==> config.mk <==
export PLATFORM = sky130hd
export DESIGN_NAME = mdu_iterative
export DESIGN_NICKNAME = d
export VERILOG_FILES = /design/src/rtl/mdu_iterative.sv
export SDC_FILE = /design/constraint.sdc
export NUM_CORES = 1
export LEC_CHECK = 0
export CAP_MARGIN = 20
export CORE_MARGIN = 4
export CORE_UTILIZATION = 33
export DETAILED_ROUTE_END_ITERATION = 6
export MAX_ROUTING_LAYER = met4
export PLACE_DENSITY_LB_ADDON = 0.25
export RECOVER_POWER = 50
export SLEW_MARGIN = 25
export SYNTH_ARGS = -nofsm -noshare
export SYNTH_HDL_FRONTEND = slang
export SYNTH_SLANG_ARGS = --single-unit
==> constraint.sdc <==
create_clock -name clk_i -period 10.75 [get_ports clk_i]
set_clock_uncertainty 0.2 [all_clocks]
set_input_delay 1.6125 -clock clk_i [delete_from_list [all_inputs] [get_ports clk_i]]
set_output_delay 1.6125 -clock clk_i [all_outputs]
set_load 0.03 [all_outputs]
==> src/rtl/mdu_iterative.sv <==
// mdu_iterative: radix-2 iterative MULT/MULTU/DIV/DIVU unit writing HI/LO, one bit per cycle.
// Optional build macro MDU_EARLY_OUT_EN: multiply exits ITER once the remaining multiplier bits are zero.
`default_nettype none

module mdu_iterative #(
  parameter int WIDTH = 32,
  parameter int CNT_W = 6
) (
  input  logic             clk_i,
  input  logic             rst_i,
  input  logic             start_i,
  input  logic [1:0]       op_i,
  input  logic [WIDTH-1:0] a_i,
  input  logic [WIDTH-1:0] b_i,
  input  logic             flush_i,
  output logic             busy_o,
  output logic             done_o,
  output logic [WIDTH-1:0] hi_o,
  output logic [WIDTH-1:0] lo_o
);

  typedef enum logic [1:0] {IDLE = 2'd0, ITER = 2'd1, FIX = 2'd2, DONE = 2'd3} state_t;

  localparam logic [WIDTH-1:0] MOST_NEG = {1'b1, {(WIDTH-1){1'b0}}};

  state_t             state;
  logic [CNT_W-1:0]   cnt;
  logic               is_div;
  logic               neg_q;   // product sign for MUL, quotient sign for DIV
  logic               neg_r;
  logic [2*WIDTH-1:0] acc;     // MUL: product; DIV: {remainder, dividend/quotient}
  logic [2*WIDTH-1:0] mcand;   // MUL: shifted multiplicand; DIV: divisor in low half
  logic [WIDTH-1:0]   mplr;

  logic [WIDTH-1:0]   a_mag, b_mag;
  logic               div_zero, div_ovf, zero_mul;
  logic [2*WIDTH-1:0] mul_next, div_next, mul_fix;
  logic [WIDTH:0]     shifted, diff;
  logic [WIDTH-1:0]   q_fix, r_fix;
  logic               early_exit;

  always_comb begin
    a_mag    = (op_i[0] && a_i[WIDTH-1]) ? -a_i : a_i;
    b_mag    = (op_i[0] && b_i[WIDTH-1]) ? -b_i : b_i;
    div_zero = op_i[1] && (b_i == '0);
    div_ovf  = (op_i == 2'b11) && (a_i == MOST_NEG) && (b_i == '1);

    mul_next = acc + (mplr[0] ? mcand : '0);

    // Restoring step: shift next dividend bit into the remainder, keep the difference if non-negative.
    shifted  = {acc[2*WIDTH-1:WIDTH], acc[WIDTH-1]};
    diff     = shifted - {1'b0, mcand[WIDTH-1:0]};
    div_next = diff[WIDTH] ? {shifted[WIDTH-1:0], acc[WIDTH-2:0], 1'b0}
                           : {diff[WIDTH-1:0],    acc[WIDTH-2:0], 1'b1};

    mul_fix  = neg_q ? -acc : acc;
    q_fix    = neg_q ? -acc[WIDTH-1:0] : acc[WIDTH-1:0];
    r_fix    = neg_r ? -acc[2*WIDTH-1:WIDTH] : acc[2*WIDTH-1:WIDTH];

`ifdef MDU_EARLY_OUT_EN
    zero_mul   = !op_i[1] && (b_mag == '0);
    early_exit = !is_div && (mplr[WIDTH-1:1] == '0);
`else
    zero_mul   = 1'b0;
    early_exit = 1'b0;
`endif
  end

  always_ff @(posedge clk_i) begin
    if (rst_i) begin
      state  <= IDLE;
      busy_o <= 1'b0;
      done_o <= 1'b0;
      hi_o   <= '0;
      lo_o   <= '0;
      cnt    <= '0;
      is_div <= 1'b0;
      neg_q  <= 1'b0;
      neg_r  <= 1'b0;
      acc    <= '0;
      mcand  <= '0;
      mplr   <= '0;
    end else begin
      done_o <= 1'b0;
      case (state)
        IDLE: begin
          if (start_i && !flush_i) begin
            if (div_zero) begin
              hi_o   <= a_i;
              lo_o   <= '1;
              done_o <= 1'b1;
              state  <= DONE;
            end else if (div_ovf) begin
              hi_o   <= '0;
              lo_o   <= a_i;
              done_o <= 1'b1;
              state  <= DONE;
            end else begin
              is_div <= op_i[1];
              neg_q  <= op_i[0] & (a_i[WIDTH-1] ^ b_i[WIDTH-1]);
              neg_r  <= op_i[0] & a_i[WIDTH-1];
              cnt    <= CNT_W'(WIDTH);
              busy_o <= 1'b1;
              mplr   <= b_mag;
              if (op_i[1]) begin
                acc   <= {{WIDTH{1'b0}}, a_mag};
                mcand <= {{WIDTH{1'b0}}, b_mag};
              end else begin
                acc   <= '0;
                mcand <= {{WIDTH{1'b0}}, a_mag};
              end
              state <= zero_mul ? FIX : ITER;
            end
          end
        end
        ITER: begin
          if (flush_i) begin
            state  <= IDLE;
            busy_o <= 1'b0;
          end else begin
            cnt <= cnt - 1'b1;
            if (is_div) begin
              acc <= div_next;
            end else begin
              acc   <= mul_next;
              mcand <= mcand << 1;
              mplr  <= mplr >> 1;
            end
            if (cnt == CNT_W'(1) || early_exit) begin
              state <= FIX;
              if (early_exit) cnt <= '0;
            end
          end
        end
        FIX: begin
          busy_o <= 1'b0;
          if (flush_i) begin
            state <= IDLE;
          end else begin
            if (is_div) begin
              hi_o <= r_fix;
              lo_o <= q_fix;
            end else begin
              hi_o <= mul_fix[2*WIDTH-1:WIDTH];
              lo_o <= mul_fix[WIDTH-1:0];
            end
            done_o <= 1'b1;
            state  <= DONE;
          end
        end
        default: state <= IDLE;  // DONE: result already committed, flush has no effect
      endcase
    end
  end

endmodule

`default_nettype wire

==> impl_metrics.ini, run 1 <==
[route]
dr_total_vias = 20330
routed_wl_um = 78920
antenna_left = 0
drc = 0
drt-initial-drc-count = 1871
via_per_inst = 5.798
first_pass_iters = 7
wl_per_cell_um = 22.51

[timing]
whs_ns = 0.2500
slew_violations = 70
relSlewSlack_pct = -62.36
setup_viol = 0
rsz0062_at_grt = no
worstMarginPinSlew_ns = 2.435
fin_crit_ns = 8.212
period_share_pct = 76.39
max_freq_mhz = 121.8
hold_viol_final = 0
tns_ns = 0

[setup_path]
max_stage_delay_ns = 1.81
cp_max_fo = 56
arrival_ns = 8.46
rrSetupSlack_ns = 5.07
cp_common_cell = or4_1
worstSetupStartpointType = primary input
required_ns = 11.00
cp.buffers_inverters = 3
endpoint_kind = flop
crit_family = simple AND/OR/NAND/NOR gates
crit_chain = dlygate4sd3_1 -> or4_1 -> or4_1 -> or4_1 -> nor4_1 -> nor2_1 -> inv_1 -> a31oi_1 -> clkbuf_1 -> a221oi_1 -> nor3_1
cp_slowest_cell = nor4_1
worstSetupPathType = primary input to flop

[hold_path]
hp-class = flop to flop

[cts]
post_cts_resized = 0
cts_max_level = 1
numClockSinks = 237
cts_root_buffer = clkbuf_16
tritoncts = done
clockBufferDepth = 3
post_cts_buffers = 0
cts_hold_buf = 0
clock_latency_ns = 0.60
cts_buffers = 29
path_clk_slew_ns = 0.06

[grt]
grt_max_degree = 89
grt_remaining_overflow = 0
antenna_found_initial = 1
grt_use_total_pct = 24.39
grt_pass1_wl_um = 118300
grt_pass1_vias = 18910

[logic_synthesis]
yosysTopAreaCell = dfxtp_1
yosysMostFrequentCell = nor2_1
syn_avg_cell_area_sq_um = 7.262
synthTopCellsByArea = dfxtp_1 (24%), ha_1 (6.8%), a21oi_1 (5.8%)
synth_cells = 2696
synth_cell_types = 74
yosysWarnings = 0
syn-num-nets = 2874
async_reset_ff_share_pct = 0
netlist_top_cells_count = nor2_1 (301), nand2_1 (260), dfxtp_1 (237)
ys_ff_latch = 237
yosysSeqAreaShare_pct = 24.23
synth_area_sq_um = 19580
netlist.area_leader.share_pct = 24.23
synth_edf_count = 0
synth_ff_type = dfxtp_1

[final_layout]
drive_gt1_share_pct = 4.356
area_growth_pct = 14.46
nets = 2888

[power_and_ir_drop]
power_mw = 3.120
power_density_nw_per_um2 = 139.2
ir_drop_mv = 0.1190
p_leak_nw = 8.813

[placement]
gp_congestion = 0.9848
hpwlAfterDp_um = 60890
io_buffers = 135

[die]
die_h_um = 251.6
fp.dieW_um = 251.6
num_rows = 89
io_pins = 136
start_util_pct = 33.23
coreArea_sq_um = 58910
die_area_sq_um = 63290

[outcome]
status = finished, violations left
failed_checks = capacitance limit, slew limit

[job]
drv_cap = 2
==> layout by cell type, fill, tap and decap left out, drive strengths merged, types with 10 or more instances in the layout <==
cell type,synthesis,routed
or2,10,10
ha,106,106
o31ai,26,26
and2,85,85
o21bai,16,16
a21o,57,57
xnor2,99,99
nor2,302,302
clkdlybuf4s50,0,66
nor4,20,20
nand2,261,261
nor2b,16,16
nand4,39,39
o21a,15,15
or4,14,14
o211ai,32,32
mux2i,37,37
o22ai,10,10
nand3,27,27
xor2,106,106
a21oi,228,228
clkbuf,145,39
a31oi,16,16
a221oi,52,52
dlygate4sd3,0,68
nand2b,17,17
o21ai,184,184
a211oi,85,85
or3,27,27
nor3,146,146
mux2,11,11
and3,16,16
a22oi,59,59
buf,38,31
dfxtp,237,237
inv,80,81
==> power breakdown <==
part | internal [mW] | leakage [nW] | switching [mW]
clock network | 0.672 | 0.519 | 0.426
logic | 0.344 | 6.37 | 0.659
registers | 0.939 | 1.92 | 0.0802
==> worst min-delay path, delay by kind of cell (launching register included) <==
| kind | cells | cell delay, ns |
|---|---|---|
| DFF | 1 | 0.31 |
| AOI/OAI and AO/OA | 1 | 0.05 |
| and+or+nand+nor | 1 | 0.05 |
==> per-layer routing <==
metal / GRT usage, % / wire (um)
met5: - / 0
met2: 37.00 / 34610
met3: 2.701 / 5065
met4: 7.275 / 2362
met1: 34.27 / 36880
==> cell families (layout without fill, tap and decap cells) <==
family / after synthesis / after routing / synth area share, %
AOI/OAI and AO/OA: 844 / 844 / 27.76
xor gates and xnor gates: 205 / 205 / 9.171
adders and majority gates: 108 / 108 / 6.979
buffers and inverters: 263 / 299 / 5.535
DFF: 237 / 237 / 24.23
muxes: 48 / 48 / 2.524
other: 0 / 1 / 0
and+or+nand+nor: 991 / 991 / 23.79
==> state kept, by name, summed over array words and instances (netlist names) <==
register	count
acc	64
is_div	1
mcand	64
lo_o	32
state	2
hi_o	32
cnt	6
busy_o	1
mplr	32
neg_r	1
done_o	1
neg_q	1
==> final cells by class <==
cell class                      instances  area, sq um
Multi-Input combinational cell       2196        13770
Antenna cell                            1        2.502
Fill cell                            6069        36500
Sequential cell                       237         4746
Clock buffer                           38        809.5
Inverter                               80        300.3
Tap cell                              773        967.2
Clock inverter                         15        236.5
Timing Repair Buffer                  166         1582
==> final timing paths <==
path / depth (start not counted) / start / to
worst max-delay path: 11 / b_i[8] / hi_o[11]
worst min-delay path: 2 / mplr[16] / mplr[16]
worst max register to register: 16 / acc[31] / acc[0]
worst min register to register: 2 / mplr[16] / mplr[16]
==> stage by stage <==
step           setup slack [ns]  std cells  util, %  cell area [sq um]
2_1_floorplan             5.828       2696        -              19580
3_3_place_gp              3.754       3452    36.32              21400
3_5_place_dp              3.682       3452    36.32              21400
4_1_cts                   4.250       3505    38.10              22440
5_1_grt                   2.204       3506    38.04              22410
6_report                  2.538       3506    38.04              22410
No activity file was read; power rests on OpenSTA's default activity.
==> run 2: changes to the inputs <==
==> constraint.sdc (replaced) <==
create_clock -name clk_i -period 7.1 [get_ports clk_i]
set_clock_uncertainty 0.2 [all_clocks]
set_input_delay 1.065 -clock clk_i [delete_from_list [all_inputs] [get_ports clk_i]]
set_output_delay 1.065 -clock clk_i [all_outputs]
set_load 0.03 [all_outputs]
==> run 2 against run 1 <==
  * The flow still finishes with violations (capacitance limit, slew limit)
  * Sequential cell count is the same
  * Critical path depth grew 3
  * Count of clock-buffer cells in the layout grew 3
  * Wire length is essentially flat
  * Worst setup slack lost 1.3 ns
  * Sequential power grew 51%
  * Combinational power grew 52%
  * Die area is the same
  * Final cell count grew 0.20%
  * Critical endpoint is now mcand[28]
==> impl_metrics.ini, run 2 (synthesized netlist as in run 1, its figures left out) <==
[cts]
post_cts_resized = 0
cts_root_buffer = clkbuf_16
numClockSinks = 237
post_cts_buffers = 0
cts_hold_buf = 0
tritoncts = done
path_clk_slew_ns = 0.06
cts_max_level = 1
clockBufferDepth = 3
cts_buffers = 29
clock_latency_ns = 0.59

[grt]
grt_max_degree = 120
grt_pass1_wl_um = 117000
antenna_found_initial = 1
grt_use_total_pct = 24.14
grt_remaining_overflow = 0
grt_pass1_vias = 18710

[timing]
whs_ns = 0.2520
slew_violations = 42
max_freq_mhz = 169.2
period_share_pct = 83.22
fin_crit_ns = 5.909
rsz0062_at_grt = no
tns_ns = 0
worstMarginPinSlew_ns = 1.840
relSlewSlack_pct = -22.69
setup_viol = 0
hold_viol_final = 0

[die]
start_util_pct = 33.23
die_area_sq_um = 63290
io_pins = 136
die_h_um = 251.6
num_rows = 89
fp.dieW_um = 251.6
coreArea_sq_um = 58910

[placement]
gp_congestion = 1.008
hpwlAfterDp_um = 60720
dp_cells = 3462
io_buffers = 135

[hold_path]
hp-class = flop to flop

[final_layout]
final_common_cell = nor2_1
drive_gt1_share_pct = 4.491
top_regs = acc x64, mcand x64
finalNonFillerCells = 3513
area_growth_pct = 14.44
final_cell_mix = nor2_1 (297), nand2_1 (260), dfxtp_1 (236)
nets = 2898

[route]
first_pass_iters = 5
via_per_inst = 5.822
drt-initial-drc-count = 1877
routed_wl_um = 78870
wl_per_cell_um = 22.45
antenna_left = 0
drc = 0
dr_total_vias = 20450

[setup_path]
endpoint_kind = flop
arrival_ns = 6.21
worstSetupPathType = primary input to flop
worstSetupStartpointType = primary input
cp_max_fo = 36
required_ns = 7.40

[power_and_ir_drop]
p_leak_nw = 8.816
power_mw = 4.604
ir_drop_mv = 0.1710
power_density_nw_per_um2 = 205.5

[outcome]
status = finished, violations left
failed_checks = capacitance limit, slew limit

[job]
drv_cap = 1
[run 2: cell count changes in the layout (fill, tap and decap cells not counted), sizes merged]
cell    before  now
bufinv       6    3
clkinv       8    6
buf         31   38
clkbuf      39   45
inv         81   80
[run 2: final timing paths]
| path | cells past startpoint | endpoint | from | slack (ns) |
|---|---|---|---|---|
| hold / removal | 2 | lo_o[4] | lo_o[4] | 0.25 |
| setup / recovery | 14 | mcand[28] | b_i[8] | 1.19 |
| setup reg to reg | 16 | acc[0] | acc[31] | 1.77 |
| hold reg to reg | 2 | lo_o[4] | lo_o[4] | 0.25 |
[run 2: per-layer routing]
layer,part of all wire (%),global-route usage [%]
met5,0,-
met4,4.3,9.130
met3,6.9,2.866
met2,43,36.61
met1,45,33.03
[run 2: worst max-delay path, stage by stage]
cell             delay (ns)
clkdlybuf4s50_1        0.51
or4_4                  0.60
or4_4                  0.45
or4_1                  0.53
nor4_1                 0.74
nor2_1                 0.16
and3_1                 0.30
nor2_2                 0.24
clkbuf_1               0.82
nor2_2                 0.07
buf_4                  0.29
o21ai_0                0.14
a21oi_1                0.06
a211oi_1               0.22
[run 2: through the flow]
| step | setup WS (ns) | instance area (sq um) | utilization, % |
|---|---|---|---|
| 2_1_floorplan | 2.726 | 19580 | - |
| 3_3_place_gp | 1.335 | 21470 | 36.44 |
| 3_5_place_dp | 1.269 | 21470 | 36.45 |
| 4_1_cts | 1.884 | 22430 | 38.08 |
| 5_1_grt | 0.7914 | 22400 | 38.03 |
| 6_report | 1.191 | 22400 | 38.03 |
[run 2: layout make-up]
type	instances	area, sq um
fill	6052	36500
multi-input combinational	2196	13780
sequential	237	4746
timing repair buffer	176	1649
tap	773	967.2
clock buffer	41	840.8
inverter	80	300.3
clock inverter	9	120.1
antenna	1	2.502
[run 2: where the power goes]
group	total (mW)	switching [mW]	internal [mW]	leakage, nW
Clock	1.54	0.622	0.921	0.479
Sequential	1.54	0.119	1.42	1.92
Combinational	1.52	0.994	0.524	6.41
==> run 3: changes to the inputs <==
==> constraint.sdc (replaced) <==
create_clock -name clk_i -period 5.6 [get_ports clk_i]
set_clock_uncertainty 0.2 [all_clocks]
set_input_delay 0.84 -clock clk_i [delete_from_list [all_inputs] [get_ports clk_i]]
set_output_delay 0.84 -clock clk_i [all_outputs]
set_load 0.03 [all_outputs]
==> run 3 against run 2 <==
  * The run still ends with capacitance limit, slew limit left
  * Wire length grew 5.0%
  * Sequential share of layout area shrank 0.36 points
  * Clock power grew 34%
  * Via count grew 1.5%
  * Combinational power grew 31%
==> impl_metrics.ini, run 3 (synthesized netlist as in run 1, its figures left out) <==
[setup_path]
endpoint_kind = flop
worstSetupPathType = primary input to flop
cp_max_fo = 22
rrSetupSlack_ns = 0.58
arrival_ns = 5.43
rr_startpoint = mplr[0]
reg2regPathDepth = 16
worstSetupStartpointType = primary input
required_ns = 5.85
setup.worst_path.end = hi_o[15]
r2r_end = acc[60]
startpoint = b_i[8]

[cts]
numClockSinks = 237
cts_max_level = 1
tritoncts = done
cts_hold_buf = 0
cts_buffers = 30
post_cts_resized = 0
cts_root_buffer = clkbuf_16
clock_latency_ns = 0.59
path_clk_slew_ns = 0.06
clockBufferDepth = 3
post_cts_buffers = 0

[grt]
antenna_found_initial = 3
grt_pass1_vias = 19410
grt_use_total_pct = 25.42
grt_pass1_wl_um = 122300
grt_remaining_overflow = 0
grt_max_degree = 91

[timing]
hold_viol_final = 0
tns_ns = 0
fin_crit_ns = 5.179
rsz0062_at_grt = no
relSlewSlack_pct = -0.5131
slew_violations = 18
max_freq_mhz = 193.1
period_share_pct = 92.49
worstMarginPinSlew_ns = 1.502
setup_ws_ns = 0.4207
setup_viol = 0
whs_ns = 0.2464

[placement]
io_buffers = 135
pre_cts_ws_ns = 0.3991
gp_congestion = 0.9948
dp_cells = 3501
hpwlAfterDp_um = 64890

[final_layout]
top_regs = acc x64, mcand x64
drive_gt1_share_pct = 5.785
final_common_cell = nor2_1
area_growth_pct = 16.41
final_cell_mix = nor2_1 (300), nand2_1 (260), dfxtp_1 (236)
nets = 2938
finalNonFillerCells = 3557

[outcome]
failed_checks = capacitance limit, slew limit
status = finished, violations left

[job]
drv_cap = 1

[die]
io_pins = 136
die_area_sq_um = 63290
die_h_um = 251.6
fp.dieW_um = 251.6
start_util_pct = 33.23
coreArea_sq_um = 58910
num_rows = 89

[route]
dr_total_vias = 20770
via_per_inst = 5.839
routed_wl_um = 82840
antenna_left = 0
drt-initial-drc-count = 1986
wl_per_cell_um = 23.29
drc = 0
first_pass_iters = 6

[power_and_ir_drop]
ir_drop_mv = 0.2797
p_leak_nw = 9.062
power_mw = 6.010
power_density_nw_per_um2 = 263.7

[hold_path]
hp-class = flop to flop
## run 3: changes by cell type in the layout (fill, tap and decap cells not counted), sizes merged
cell and delta:
buf +37, clkbuf +5, clkinv +2
## run 3: worst max-delay path, cell delays in order
cell and delay (ns):
dlygate4sd3_1 0.62, or4_1 0.62, or4_1 0.49, or4_1 0.51
nor4_1 0.50, nor2_1 0.12, clkbuf_1 0.16, inv_1 0.16
a31oi_2 0.50, clkbuf_1 0.41, a221oi_1 0.39, nor3_1 0.08
## run 3: power breakdown
group          leakage (nW)  switching [mW]  total, mW  internal (mW)
registers              1.92           0.154       1.96           1.80
clock network         0.519           0.816       2.06           1.25
logic                  6.62            1.30       1.99          0.690
## run 3: through the flow
stage | area (sq um) | util, %
6_report | 22790 | 38.69
5_1_grt | 22790 | 38.69
4_1_cts | 22850 | 38.79
3_5_place_dp | 21810 | 37.03
3_3_place_gp | 21810 | 37.03
2_1_floorplan | 19580 | -
## run 3: how the worst min path moves through the flow
stage / startpoint / to / slack [ns] / cells past startpoint
3_5_place_dp: lo_o[10] / lo_o[10] / 0.25 / 2
5_1_grt: lo_o[0] / lo_o[0] / 0.26 / 2
6_report: lo_o[10] / lo_o[10] / 0.25 / 2
3_3_place_gp: mplr[30] / mplr[30] / 0.24 / 2
4_1_cts: lo_o[10] / lo_o[10] / 0.25 / 2
2_1_floorplan: mplr[30] / mplr[30] / 0.23 / 2
## run 3: final cells by class
type                    count  area [sq um]
fillers                  6133         36120
multi-input cells        2196         13750
flip-flops and latches    237          4746
repair buffers            215          1982
well taps                 773         967.2
clock buffers              44         904.6
inverters                  80         300.3
clock inverters            11         133.9
diodes                      1         2.502
## run 3: layer usage
metal / global-route usage (%) / wire [um]
met1: 34.08 / 37050
met2: 39.54 / 36650
met3: 3.278 / 5864
met4: 8.987 / 3274
met5: - / 0
